==> config.mk <==
export PLATFORM = sky130hd
export DESIGN_NAME = ppu_regs
export DESIGN_NICKNAME = d
export VERILOG_FILES = /design/src/rtl/ppu_regs.sv
export SDC_FILE = /design/constraint.sdc
export NUM_CORES = 1
export LEC_CHECK = 0
export CORE_ASPECT_RATIO = 1.4
export CORE_MARGIN = 2
export CORE_UTILIZATION = 55
export CTS_CLUSTER_DIAMETER = 60
export DETAILED_ROUTE_END_ITERATION = 12
export DONT_BUFFER_PORTS = 1
export PLACE_DENSITY = 0.8
export SLEW_MARGIN = 20
export SYNTH_ARGS = -nofsm -noshare
export SYNTH_HDL_FRONTEND = slang
export SYNTH_SLANG_ARGS = --single-unit
export TNS_END_PERCENT = 50
==> constraint.sdc <==
create_clock -name clk -period 2.7 [get_ports clk]
set_input_delay 0.54 -clock clk [delete_from_list [all_inputs] [get_ports clk]]
set_output_delay 0.54 -clock clk [all_outputs]
set_load 0.03 [all_outputs]
==> src/rtl/ppu_regs.sv <==
// CPU-facing PPU register file: $2000-$3FFF decode (8-byte mirror), loopy scroll
// latches, PPUDATA read buffer, status flags and the NMI level.
module ppu_regs (
   input  logic        clk,
   input  logic        rst,
   input  logic        cpu_rw_i,
   input  logic [15:0] cpu_addr_i,
   input  logic [7:0]  cpu_data_i,
   output logic [7:0]  cpu_data_o,
   output logic        nmi_o,
   output logic [7:0]  ctrl_o,
   output logic [7:0]  mask_o,
   output logic [14:0] v_o,
   output logic [14:0] t_o,
   output logic [2:0]  fine_x_o,
   input  logic        vblank_set_i,
   input  logic        vblank_clr_i,
   input  logic        spr0_hit_i,
   input  logic        spr_ovf_i,
   input  logic        inc_x_i,
   input  logic        inc_y_i,
   input  logic        copy_x_i,
   input  logic        copy_y_i,
   output logic [7:0]  oam_addr_o,
   output logic        oam_we_o,
   output logic [7:0]  oam_wdata_o,
   input  logic [7:0]  oam_rdata_i,
   output logic [13:0] vram_addr_o,
   output logic        vram_we_o,
   output logic        vram_re_o,
   output logic [7:0]  vram_wdata_o,
   input  logic [7:0]  vram_rdata_i
);

   logic        sel, rd, wr, rd_status, render_en;
   logic [2:0]  reg_sel;
   logic [7:0]  ctrl_reg, ctrl_next, mask_reg, mask_next;
   logic        vblank_reg, vblank_next, spr0_reg, spr0_next, ovf_reg, ovf_next;
   logic        w_reg, w_next;
   logic [14:0] t_reg, t_next, v_reg, v_next, v_rend, v_step;
   logic [2:0]  x_reg, x_next;
   logic [7:0]  oam_addr_reg, oam_addr_next, buf_reg, buf_next;
   logic [13:0] vram_addr_reg, vram_addr_next;
   logic [7:0]  vram_wdata_reg, vram_wdata_next;
   logic        vram_we_reg, vram_we_next, vram_re_reg, vram_re_next;

   // Decoding is suppressed while in reset so no access side effect or pulse can leak out.
   assign sel       = (cpu_addr_i[15:13] == 3'b001) && !rst;
   assign rd        = sel && cpu_rw_i;
   assign wr        = sel && !cpu_rw_i;
   assign reg_sel   = cpu_addr_i[2:0];
   assign rd_status = rd && (reg_sel == 3'd2);
   assign render_en = mask_reg[3] | mask_reg[4];
   assign v_step    = v_reg + (ctrl_reg[2] ? 15'd32 : 15'd1);

   // v layout: fine Y [14:12], nametable Y [11], nametable X [10], coarse Y [9:5], coarse X [4:0]
   always_comb begin
      v_rend = v_reg;
      if (render_en) begin
         if (inc_x_i) begin
            if (v_rend[4:0] == 5'd31) begin
               v_rend[4:0] = 5'd0;
               v_rend[10]  = ~v_rend[10];
            end else begin
               v_rend[4:0] = v_rend[4:0] + 5'd1;
            end
         end
         if (inc_y_i) begin
            if (v_rend[14:12] != 3'd7) begin
               v_rend[14:12] = v_rend[14:12] + 3'd1;
            end else begin
               v_rend[14:12] = 3'd0;
               if (v_rend[9:5] == 5'd29) begin
                  v_rend[9:5] = 5'd0;
                  v_rend[11]  = ~v_rend[11];
               end else if (v_rend[9:5] == 5'd31) begin
                  v_rend[9:5] = 5'd0;
               end else begin
                  v_rend[9:5] = v_rend[9:5] + 5'd1;
               end
            end
         end
         if (copy_x_i) begin
            v_rend[10]  = t_reg[10];
            v_rend[4:0] = t_reg[4:0];
         end
         if (copy_y_i) begin
            v_rend[14:11] = t_reg[14:11];
            v_rend[9:5]   = t_reg[9:5];
         end
      end
   end

   always_comb begin
      ctrl_next       = ctrl_reg;
      mask_next       = mask_reg;
      w_next          = w_reg;
      t_next          = t_reg;
      v_next          = v_rend;
      x_next          = x_reg;
      oam_addr_next   = oam_addr_reg;
      buf_next        = vram_re_reg ? vram_rdata_i : buf_reg;
      vram_addr_next  = vram_addr_reg;
      vram_wdata_next = vram_wdata_reg;
      vram_we_next    = 1'b0;
      vram_re_next    = 1'b0;

      // Clears beat sets; a status read coincident with the set suppresses it.
      vblank_next = vblank_set_i ? 1'b1 : vblank_reg;
      if (vblank_clr_i || rd_status) vblank_next = 1'b0;
      spr0_next = (spr0_reg | spr0_hit_i) & ~vblank_clr_i;
      ovf_next  = (ovf_reg | spr_ovf_i) & ~vblank_clr_i;

      if (wr) begin
         case (reg_sel)
            3'd0: begin
               ctrl_next      = cpu_data_i;
               t_next[11:10]  = cpu_data_i[1:0];
            end
            3'd1: mask_next     = cpu_data_i;
            3'd3: oam_addr_next = cpu_data_i;
            3'd4: oam_addr_next = oam_addr_reg + 8'd1;
            3'd5: begin
               if (!w_reg) begin
                  t_next[4:0] = cpu_data_i[7:3];
                  x_next      = cpu_data_i[2:0];
               end else begin
                  t_next[14:12] = cpu_data_i[2:0];
                  t_next[9:5]   = cpu_data_i[7:3];
               end
               w_next = ~w_reg;
            end
            3'd6: begin
               if (!w_reg) begin
                  t_next[13:8] = cpu_data_i[5:0];
                  t_next[14]   = 1'b0;
               end else begin
                  t_next[7:0] = cpu_data_i;
                  v_next      = {t_reg[14:8], cpu_data_i};
               end
               w_next = ~w_reg;
            end
            3'd7: begin
               vram_we_next    = 1'b1;
               vram_addr_next  = v_reg[13:0];
               vram_wdata_next = cpu_data_i;
               v_next          = v_step;
            end
            default: ;
         endcase
      end else if (rd) begin
         if (reg_sel == 3'd2) w_next = 1'b0;
         if (reg_sel == 3'd7) begin
            vram_re_next   = 1'b1;
            vram_addr_next = v_reg[13:0];
            v_next         = v_step;
         end
      end
   end

   always_comb begin
      cpu_data_o = 8'h00;
      if (rd) begin
         case (reg_sel)
            3'd0:    cpu_data_o = ctrl_reg;
            3'd1:    cpu_data_o = mask_reg;
            3'd2:    cpu_data_o = {vblank_reg & ~vblank_set_i, spr0_reg, ovf_reg, 5'b00000};
            3'd4:    cpu_data_o = oam_rdata_i;
            3'd7:    cpu_data_o = buf_reg;
            default: cpu_data_o = 8'h00;
         endcase
      end
   end

   always_ff @(posedge clk) begin
      if (rst) begin
         ctrl_reg       <= 8'h00;
         mask_reg       <= 8'h00;
         vblank_reg     <= 1'b0;
         spr0_reg       <= 1'b0;
         ovf_reg        <= 1'b0;
         w_reg          <= 1'b0;
         t_reg          <= 15'd0;
         v_reg          <= 15'd0;
         x_reg          <= 3'd0;
         oam_addr_reg   <= 8'h00;
         buf_reg        <= 8'h00;
         vram_addr_reg  <= 14'd0;
         vram_wdata_reg <= 8'h00;
         vram_we_reg    <= 1'b0;
         vram_re_reg    <= 1'b0;
      end else begin
         ctrl_reg       <= ctrl_next;
         mask_reg       <= mask_next;
         vblank_reg     <= vblank_next;
         spr0_reg       <= spr0_next;
         ovf_reg        <= ovf_next;
         w_reg          <= w_next;
         t_reg          <= t_next;
         v_reg          <= v_next;
         x_reg          <= x_next;
         oam_addr_reg   <= oam_addr_next;
         buf_reg        <= buf_next;
         vram_addr_reg  <= vram_addr_next;
         vram_wdata_reg <= vram_wdata_next;
         vram_we_reg    <= vram_we_next;
         vram_re_reg    <= vram_re_next;
      end
   end

   assign nmi_o        = ctrl_reg[7] & vblank_reg;
   assign ctrl_o       = ctrl_reg;
   assign mask_o       = mask_reg;
   assign v_o          = v_reg;
   assign t_o          = t_reg;
   assign fine_x_o     = x_reg;
   assign oam_addr_o   = oam_addr_reg;
   assign oam_we_o     = wr && (reg_sel == 3'd4);
   assign oam_wdata_o  = cpu_data_i;
   assign vram_addr_o  = vram_addr_reg;
   assign vram_we_o    = vram_we_reg;
   assign vram_re_o    = vram_re_reg;
   assign vram_wdata_o = vram_wdata_reg;

endmodule
Word-level counts from Yosys, hierarchy flattened
Cells that the tools add are included.

word-level totals
  flip-flop bits (word level) = 93
  input port bits = 51
  output and inout port bits = 99
  word-level logic and storage cells = 124

operators by class
  add/subtract/negate cells = 5
  equal/unequal tests = 17
  mux-type cells = 42
  bitwise logic cells = 14
  reduce and logical (&&, ||, !) cells = 28

operators by type and width
  operator                                             number
  2-to-1 mux 15 bit                                    5
  2-to-1 mux 5 bit                                     10
  2-to-1 mux 14 bit                                    3
  one-hot mux 8 bit (5 select lines)                   1
  one-hot mux 15 bit (2 select lines)                  1
  one-hot mux 10 bit (2 select lines)                  1
  2-to-1 mux 8 bit                                     2
  one-hot mux 8 bit (2 select lines)                   1
  adder 15 x 6 -> 15 bit                               1
  equality test 5 bit, second input constant           3
  equality test 3 bit, second input constant           4
  AND reduction 4 bit                                  3
  adder 5 x 1 -> 5 bit, second input constant          2
  2-to-1 mux 1 bit                                     10
  != test 2 bit, second input constant                 5
  nonzero test 2 bit                                   5
  AND reduction 3 bit                                  3
  adder 8 x 1 -> 8 bit, second input constant          1
  2-to-1 mux 4 bit                                     2
  AND reduction 2 bit                                  4
  2-to-1 mux 7 bit                                     1
  inverter 1 bit                                       7
  equality test 3 x 1 -> 1 bit, second input constant  2
  equality test 3 x 2 -> 1 bit, second input constant  2
  other kinds (14)                                     27

Depth between registers and ports, before layout
  depth after elaboration = 10
  gate-level depth with buffers = 8
  mapped depth without buffers = 8

Worst setup path before layout
Ideal clock, no wire load.

  kind = input to output
  start point = in cpu_addr_i[2]
  end point = out cpu_data_o[5]
  arrival time = 2395 ps
  path slack = -235 ps
  cell stages on the path = 6
  path buffers = 4
  path through = buf_2 -> buf_2 -> buf_2 -> buf_1 -> nand3_1 -> a311oi_1

between the ends
  word-level cells in the longest chain between the ends = 3
  elaborated cells between the ends (all ways) = 7
  classes of those cells = 4 x eq/ne; 2 x mux; 1 x reduce/logical

RTL lines
  item                                               RTL line  RTL
  start, declared                                    7         input logic [15:0] cpu_addr_i,
  equality test 3 bit, or another cell as far along  164       case (reg_sel)
  one-hot mux 8 bit (5 select lines) *               164
  2-to-1 mux 8 bit *                                 163       if (rd) begin
  end, declared                                      9         output logic [7:0] cpu_data_o,

Every way passes the cells marked *; elsewhere a longest branch is shown, timed or not.

Worst setup path after layout
  start point = in cpu_addr_i[14]
  end point = out oam_we_o

between the ends
  word-level cells in the longest chain between the ends = 4

RTL lines
  item                          RTL line  RTL
  equality test 3 x 1 -> 1 bit  48        assign sel = (cpu_addr_i[15:13] == 3'b001) && !rst;
  logical AND 1 bit             48
  logical AND 1 bit             50        assign wr = sel && !cpu_rw_i;
  logical AND 1 bit             218       assign oam_we_o = wr && (reg_sel == 3'd4);
  end, declared                 25        output logic oam_we_o,

No other way between the ends.

==> out/metrics.csv <==
metric;value;unit
status;finished clean;
Cell Rows;42;
CP Launch Type;primary input;
maximum vdd drop;0.000312;V
DRC;0;
M1 GR Usage;0.349;
final hold vios;0;
Max Cap Viol;0;
busiest layer in global routing;met2;
setup repair bufs after CTS;0;
worst relative slew slack;0.511;
die area;10700;um2
total gr overflow;0;
final antenna-violating net count;0;
CTS max path bufs;2;
Buffers on Ports;0;
first-pass GRT wire length;26.1;mm
count of state elements after synthesis;93;
setup TNS;0;ns
crit-path max FO;9;
CTS tree;done;
Root Driver;clkbuf_16;
mux cell area share after synthesis;0.0953;
CP required;2.16;ns
minimum clock period;2.39;ns
First-pass DRT Iterations;7;
syn nets;718;
Post-Synth Simple-Gate Area;0.229;
Period Utilization, post-route;0.887;
Least-Margin Pin Slew;0.733;ns
leakage;2.02;nW
largest family of logic cells by synthesized area;simple AND/OR/NAND/NOR gates;
met2 Track Usage GR;0.525;
worst path arrival time;1.85;ns
XOR/XNOR share of the synthesized area;0.0162;
Die H;121;um
synth warn;0;
Seq/Total Area, Yosys;0.344;
Synth Flop Type;dfxtp_1;
Adder-Cell Fraction of Synth Area;0.0254;
via count;5143;
# setup viols final;0;
Post-CTS Resized;0;
Post-synth EDFFs;0;
Chip Width;87.8;um
CP Buf/Inv Count;2;
initial antenna violation count;0;
Slew Viols, Final;0;
Area Overhead vs Synth;7.47;%
DP HPWL;11.9;mm
Crit-path slowest cell;or4b_1;
GRT Total Usage;0.316;
cts bufs inserted;9;
Mean Syn Cell Area;8.25;um2
Syn Inst Count;656;
ANT cells;0;
RSZ-0062 raised after global routing;no;
met3 GRT Util;0.0850;
Max Clk Rate;0.418;GHz
largest net degree at the start of global routing;92;
Pwr Density;471;nW/um2
Starting Density;0.569;
share of cells above drive strength 1;0.113;
Fillers;826;
Placer Congestion;0.986;
Finished Core Util;0.611;
vias in the first global route;4966;
Post-CTS Hold Buffers;0;
via density per instance;6.62;
initial DRC count;488;
nets;702;
crit-path cells;or4b_1 -> nor2_4 -> nand2_1 -> inv_1 -> buf_4;
Ports;150;
hold crit path type;primary input to flop;
Routed WL;16.7;mm
# H-tree levels;3;
Critical Path Sink Type;primary output;
clock skew;0.00373;ns
Clock Sinks;93;
Core Area;9510;um2
max incr delay on CP;0.60;ns
Async SR Flop Fraction;0;
Yosys cell types;75;
clock latency reported for the late side of the worst-skew pair;0.34;ns
Clk pin slew, worst setup/hold paths;0.07;ns
DR WL/cell;21.5;um
Netlist Area Pre-Place;5410;um2
Worst Path Class, Setup;primary input to primary output;
Worst path top cell family by delay;simple AND/OR/NAND/NOR gates;
compound-gate portion of the synthesized area;0.229;
==> synth_stat cells (all sizes together), types with 3 or more instances <==
library cell,instances,share of area
nand2,75,0.052
a21oi,47,0.043
o21a,8,0.011
nand2b,7,0.0081
a31oi,9,0.010
and2,7,0.0081
a22oi,10,0.014
o21ai,30,0.028
nand3,22,0.020
clkbuf,29,0.020
buf,31,0.036
a221oi,8,0.013
a211oi,11,0.018
nor3b,5,0.0069
a311oi,13,0.028
a222oi,3,0.0055
mux2i,47,0.087
o2bb2ai,3,0.0049
ha,11,0.025
mux2,4,0.0083
xnor2,8,0.013
nor2b,9,0.010
a2bb2oi,3,0.0049
nor2,75,0.054
inv,8,0.0055
dfxtp,93,0.34
nor4,4,0.0086
o211ai,4,0.0055
nor3,11,0.012
nand3b,5,0.0069
and3,11,0.013
==> worst register-to-register path: stages, from the launching register on <==
cell and delay, ns:
dfxtp_1 0.55, inv_1 0.14, ha_1 0.21, and4_1 0.25
a311oi_1 0.53, nor2_1 0.09, a221oi_1 0.29, a211oi_1 0.11
==> layout by cell type (no fill, tap or decap), drive strengths merged, types with 11 or more instances in the layout <==
cell type,n
a211oi,11
a21oi,47
a311oi,13
and3,11
buf,33
clkbuf,11
dfxtp,93
ha,11
mux2i,47
nand2,75
nand3,22
nor2,75
nor3,11
o21ai,30
==> cell type report <==
cell class / instances / area, um2 / share of cell area
multi-input combinational: 495 / 3220 / 0.554
timing repair buffer: 33 / 248 / 0.0426
inverter: 8 / 30.0 / 0.00516
tap: 132 / 165 / 0.0284
sequential: 93 / 1860 / 0.320
clock inverter: 5 / 33.8 / 0.00581
clock buffer: 11 / 253 / 0.0435
==> per-stage QoR <==
stage | hold WS, ns | total power, mW | instance area (um2) | std cells | setup WS [ns]
after floorplan | 0.440 | 1.60 | 5420 | 656 | -0.235
final | 0.272 | 2.74 | 5820 | 777 | 0.306
after detailed placement | 0.464 | 1.55 | 5530 | 761 | 0.302
after global placement | 0.459 | 1.55 | 5530 | 761 | 0.333
after global routing | 0.269 | 2.82 | 5820 | 777 | 0.196
after CTS | 0.260 | 2.75 | 5820 | 777 | 0.301
==> metal layers <==
metal / vias to the layer above / part of all wire / wire [um]
li1: 2358 / - / -
met1: 2427 / 0.35 / 5850
met2: 286 / 0.50 / 8350
met3: 72 / 0.090 / 1510
met4: 0 / 0.058 / 964
met5: - / 0 / 0
==> cell families (layout without fill, tap and decap cells) <==
logic type               Yosys count  after routing
AO/OA/AOI/OAI                    175            175
XOR/XNOR                          10             10
adder cells (fa/ha/maj)           11             11
buffers and inverters             68             57
flip-flops                        93             93
multiplexers                      51             51
AND/OR/NAND/NOR                  248            248
==> final timing paths <==
| path | start | end | slack, ns | depth (start not counted) |
|---|---|---|---|---|
| setup / recovery | cpu_addr_i[14] | oam_we_o | 0.31 | 5 |
| hold / removal | rst | v_o[10] | 0.27 | 1 |
| setup reg to reg | v_o[6] | v_o[11] | 0.41 | 7 |
| hold reg to reg | ovf_reg | ovf_reg | 0.48 | 1 |
==> report_power, final <==
group,internal [mW],leakage [nW],switching [mW]
registers,1.38,0.750,0.0207
logic,0.0548,1.13,0.0693
clock network,0.674,0.138,0.541
total,2.11,2.02,0.631
Power figures use the tool's default switching activity.
